<file path="src/rtl/nco_phase_gen_8ch.sv">
// Eight-channel NCO phase generator: one shared phase accumulator with a
// sample-rate divider, per-channel phase offsets and double-buffered config.
module nco_phase_gen_8ch #(
  parameter int ACC_WIDTH  = 24,
  parameter int ADDR_WIDTH = 9,
  parameter int DIV_WIDTH  = 8
) (
  input  logic                  i_clk,
  input  logic                  i_rst,
  input  logic                  i_run,
  input  logic                  i_sync,
  input  logic                  i_wr_en,
  input  logic [3:0]            i_wr_sel,
  input  logic [ACC_WIDTH-1:0]  i_wr_data,
  output logic [ADDR_WIDTH-1:0] o_addr_a,
  output logic [ADDR_WIDTH-1:0] o_addr_b,
  output logic [ADDR_WIDTH-1:0] o_addr_c,
  output logic [ADDR_WIDTH-1:0] o_addr_d,
  output logic [ADDR_WIDTH-1:0] o_addr_e,
  output logic [ADDR_WIDTH-1:0] o_addr_f,
  output logic [ADDR_WIDTH-1:0] o_addr_g,
  output logic [ADDR_WIDTH-1:0] o_addr_h,
  output logic                  o_en,
  output logic                  o_wrap
);

  localparam int NCH = 8;

  logic [ACC_WIDTH-1:0]  ftw_sh_q, ftw_sh_d, ftw_act_q, ftw_act_d;
  logic [DIV_WIDTH-1:0]  div_sh_q, div_sh_d, div_act_q, div_act_d;
  logic [ADDR_WIDTH-1:0] off_sh_q [NCH];
  logic [ADDR_WIDTH-1:0] off_sh_d [NCH];
  logic [ADDR_WIDTH-1:0] off_act_q[NCH];
  logic [ADDR_WIDTH-1:0] off_act_d[NCH];
  logic [ADDR_WIDTH-1:0] addr_q   [NCH];
  logic [ADDR_WIDTH-1:0] addr_d   [NCH];
  logic [ACC_WIDTH-1:0]  acc_q, acc_d;
  logic [DIV_WIDTH-1:0]  cnt_q, cnt_d;
  logic                  en_q, en_d, wrap_q, wrap_d;

  logic                  tick, carry, commit;
  logic [ACC_WIDTH:0]    sum;
  logic [ADDR_WIDTH-1:0] phase_addr;

  always_comb begin
    tick       = i_run && !i_sync && (cnt_q == div_act_q);
    sum        = {1'b0, acc_q} + {1'b0, ftw_act_q};
    carry      = sum[ACC_WIDTH];
    phase_addr = sum[ACC_WIDTH-1 -: ADDR_WIDTH];
    // Commit only at a phase wrap (or while idle) so a new FTW/DIV/offset set
    // never takes effect mid-period.
    commit     = !i_run || (tick && carry);
  end

  always_comb begin
    ftw_sh_d = ftw_sh_q;
    div_sh_d = div_sh_q;
    off_sh_d = off_sh_q;
    if (i_wr_en) begin
      if (i_wr_sel == 4'd0) begin
        ftw_sh_d = i_wr_data;
      end else if (i_wr_sel == 4'd1) begin
        div_sh_d = i_wr_data[DIV_WIDTH-1:0];
      end else if (i_wr_sel[3]) begin
        off_sh_d[i_wr_sel[2:0]] = i_wr_data[ADDR_WIDTH-1:0];
      end
    end
  end

  // The active set copies the pre-edge shadow, so a write landing on a commit
  // edge waits for the following commit.
  always_comb begin
    ftw_act_d = ftw_act_q;
    div_act_d = div_act_q;
    off_act_d = off_act_q;
    if (commit) begin
      ftw_act_d = ftw_sh_q;
      div_act_d = div_sh_q;
      off_act_d = off_sh_q;
    end
  end

  always_comb begin
    acc_d  = acc_q;
    cnt_d  = cnt_q;
    addr_d = addr_q;
    en_d   = 1'b0;
    wrap_d = 1'b0;
    if (!i_run) begin
      cnt_d = '0;
    end else if (tick) begin
      cnt_d  = '0;
      acc_d  = sum[ACC_WIDTH-1:0];
      wrap_d = carry;
      en_d   = 1'b1;
      for (int i = 0; i < NCH; i++) begin
        addr_d[i] = phase_addr + off_act_q[i];
      end
    end else begin
      cnt_d = cnt_q + 1'b1;
    end
    if (i_sync) begin
      acc_d = '0;
      cnt_d = '0;
    end
  end

  always_ff @(posedge i_clk) begin
    if (i_rst) begin
      ftw_sh_q  <= '0;
      ftw_act_q <= '0;
      div_sh_q  <= '0;
      div_act_q <= '0;
      acc_q     <= '0;
      cnt_q     <= '0;
      en_q      <= 1'b0;
      wrap_q    <= 1'b0;
      for (int i = 0; i < NCH; i++) begin
        off_sh_q[i]  <= '0;
        off_act_q[i] <= '0;
        addr_q[i]    <= '0;
      end
    end else begin
      ftw_sh_q  <= ftw_sh_d;
      ftw_act_q <= ftw_act_d;
      div_sh_q  <= div_sh_d;
      div_act_q <= div_act_d;
      acc_q     <= acc_d;
      cnt_q     <= cnt_d;
      en_q      <= en_d;
      wrap_q    <= wrap_d;
      for (int i = 0; i < NCH; i++) begin
        off_sh_q[i]  <= off_sh_d[i];
        off_act_q[i] <= off_act_d[i];
        addr_q[i]    <= addr_d[i];
      end
    end
  end

  assign o_addr_a = addr_q[0];
  assign o_addr_b = addr_q[1];
  assign o_addr_c = addr_q[2];
  assign o_addr_d = addr_q[3];
  assign o_addr_e = addr_q[4];
  assign o_addr_f = addr_q[5];
  assign o_addr_g = addr_q[6];
  assign o_addr_h = addr_q[7];
  assign o_en     = en_q;
  assign o_wrap   = wrap_q;

endmodule

</file>
<file path="config.mk">
export PLATFORM = sky130hd
export DESIGN_NAME = nco_phase_gen_8ch
export DESIGN_NICKNAME = d
export VERILOG_FILES = /design/src/rtl/nco_phase_gen_8ch.sv
export SDC_FILE = /design/constraint.sdc
export NUM_CORES = 1
export LEC_CHECK = 0
export ABC_AREA = 0
export CAP_MARGIN = 20
export CORE_MARGIN = 8
export CORE_UTILIZATION = 59
export DETAILED_ROUTE_END_ITERATION = 16
export PLACE_DENSITY = 0.8
export SETUP_SLACK_MARGIN = 0.05
export SLEW_MARGIN = 20
export SYNTH_ARGS = -nofsm -noshare
export SYNTH_HDL_FRONTEND = slang
export SYNTH_SLANG_ARGS = --single-unit
</file>
<file path="constraint.sdc">
create_clock -name i_clk -period 6 [get_ports i_clk]
set_clock_uncertainty 0.15 [all_clocks]
set_input_delay 1.2 -clock i_clk [delete_from_list [all_inputs] [get_ports i_clk]]
set_output_delay 1.2 -clock i_clk [all_outputs]
set_load 0.005 [all_outputs]
</file>
==> impl_results.md <==
- Critical Path RT: 6270 ps
- Finished Cell Area: 17,100 sq um
- Postcts setup bufs: 0
- HP Class: reg2reg
- Largest net degree at the start of global routing: 141
- Hpwl dp: 24,400 um
- Flop and latch count out of synthesis: approximately 310
- Core area: about 25,000 sq um
- Area fraction of the dominant cell type after synthesis: 0.424
- Total gr overflow: 0
- DP Area: 16,000 sq um
- Cell Rows: 58
- I/O Pins: 107
- Status: finished clean
- Synthesis-to-layout area growth: 15.5%
- DR vias: 11,713
- CP startpoint kind: flip-flop
- Slew HR: 0.249
- Measured slew at the worst slew-check pin: 1120 ps
- Crit path max fanout: 8
- Vias/cell: 5.62
- Initial cell density of the core: 0.595
- Async set or reset register ratio after synthesis: 0
- Nets: 1,862
- Syn. warnings: 0
- Mapped Avg Cell Area: 8.88 sq um
- Ranking of synthesized cells by area: dfxtp_1, mux2i_1, ha_1
- Power, Total: 4.36 mW
- Clock Tree Root: clkbuf_16
- ANT nets after route: 0
- Initial DRC Count: 684
- Share of cells above drive strength 1: 0.0450
- Cts bufs inserted: 35
- FILL cells: approximately 1,900
- Synth Net Count: 1,800
- TritonCTS clock tree: built
- Die height: 174 um
- Most frequent cell after synthesis: dfxtp_1
- PwrDens: 255 nW/um^2
- Achievable Freq: 205 MHz
- Routed WL: 36,700 um
- Seq/Total Area, Yosys: 0.424
- Clk sinks: 314
- RSZ-0062 raised after global routing: false
- Peak supply drop: 0.222 mV
- Fin crit period: 4870 ps
- # hold bufs at CTS: 0
- Final Wtd Congestion: 0.912
- Post-synth EDFFs: 0
- Port buffer count: 106
- Dominant cell type by area after synthesis: dfxtp_1
- Hold Slack: 298 ps
- H-tree lvl count: 2
- Die X-Extent: 174 um
- Max clock buf depth: 3
- Fin crit share: 0.811
- Post-cts resize count: 0
- Drt drc: 0
- Crit path DAT: 5140 ps
- Slew Limit Fails: 0
- Dominant synthesized flop cell: dfxtp_1
- Clk_lat worst skew: 520 ps
- Post-synthesis cell type count: 54
- Nature of the critical path endpoint: flip-flop
- Wirelength per Cell: 17.6 um
- Clk slew on worst S/H paths: 60 ps
- Cell area after synthesis: between 10,000 and 15,000 sq um
- Setup TNS Final: 0 ps
- Final setup fails: 0
- Total GRT Usage: 0.235
- Maxcap violations: 0
- Mapped Cells: 1,669
- Initial antenna violation count: 1
- Most frequent cells after synthesis: dfxtp_1, nor2_1, nand2_1
- Static leakage: roughly 7.0 nW
- Die ar.: 30,400 sq um
- Vias in the first global route: 11,420
- First-pass GRT wire length: 59,100 um
- CP Class: reg2reg
- Final Hold Vio Count: 0
- DRT Pass-1 Iters: 7
[flip-flops by register name, indices dropped and copies added, names as in the netlist]
register and count:
off_act_q 72, o_en 1, o_addr_b 9, o_addr_h 9, div_sh_q 8, o_addr_f 9, ftw_act_q 24, o_addr_g 9
o_wrap 1, div_act_q 8, ftw_sh_q 24, o_addr_e 9, acc_q 24, o_addr_d 9, off_sh_q 72, o_addr_c 9
o_addr_a 9, cnt_q 8
[area by class of cell]
| type | instances | area (sq um) | share of cell area |
|---|---|---|---|
| tap | 330 | 413 | 0.0241 |
| clock buffer | 49 | 990 | 0.0578 |
| inverter | 34 | 128 | 0.00746 |
| sequential | 314 | 6290 | 0.367 |
| timing repair buffer | 119 | 1190 | 0.0694 |
| antenna | 1 | 2.50 | 0.000146 |
| clock inverter | 12 | 85.1 | 0.00497 |
| multi-input combinational | 1227 | 8030 | 0.469 |
[cells in the final DEF, fill, tap and decap left out, drive strengths merged, types with 5 or more instances in the layout]
master	netlist	routed
dfxtp	314	314
nor2	254	254
nand2	214	214
mux2i	185	185
a21oi	155	155
clkdlybuf4s50	0	105
ha	89	89
xnor2	65	65
clkbuf	80	50
o21ai	45	45
inv	34	35
nand3	28	28
xor2	23	23
nor2b	19	19
a211oi	18	18
or3	14	14
buf	14	13
o21bai	12	12
a21o	11	11
nand2b	11	11
nor3	11	11
o41ai	9	9
fa	9	9
nand4	8	8
clkinv	0	7
and3	6	6
and2	5	5
[path summary, 6_finish.rpt]
| kind | start | to | slack, ps | cells past startpoint |
|---|---|---|---|---|
| max | acc_q[0] | o_addr_g[8] | 1130 | 18 |
| min | o_addr_h[6] | o_addr_h[6] | 300 | 2 |
| min reg2reg | o_addr_h[6] | o_addr_h[6] | 300 | 2 |
| max reg2reg | acc_q[0] | o_addr_g[8] | 1130 | 18 |
[critical path, stage by stage (launching register included)]
cell and delay, ps:
dfxtp_1 340, ha_1 170, inv_1 50, fa_1 370, nand2b_1 190, a21oi_1 190, o311a_1 220, nand2b_1 170
a221oi_1 140, o21ai_0 260, a21oi_1 170, xnor2_2 710, ha_1 410, o21ai_0 140, a21oi_1 140, o41ai_1 410
xnor2_1 170, xnor2_1 150, a211oi_1 220
[power by group]
part	total [mW]	internal, mW	switching, mW
combinational	0.236	0.0876	0.148
sequential	2.12	2.11	0.0143
clock	2.00	1.16	0.848
[logic make-up (layout without fill, tap and decap cells)]
group,count (synthesis),after routing,synth area share
simple gates,580,580,0.163
flops,314,314,0.424
compound gates,275,275,0.110
mux,186,186,0.126
buf+inv,128,214,0.0373
fa+ha+maj,98,98,0.0873
xor+xnor,88,88,0.0520
other cells,0,1,0
[per-stage QoR]
step | cells | util | worst slack, ps
floorplan | 1669 | - | 1490
global placement | 2024 | 0.644 | 1430
detailed placement | 2024 | 0.644 | 1280
CTS | 2085 | 0.688 | 1180
global route | 2085 | 0.688 | 815
finish | 2086 | 0.688 | 1130
[metal layers]
metal,GRT usage,up-vias,share of wire
li1,-,5798,-
met1,0.306,5546,0.46
met2,0.389,289,0.46
met3,0.0434,78,0.056
met4,0.0755,2,0.028
met5,0,-,0.00035
Power figures use the tool's default switching activity.
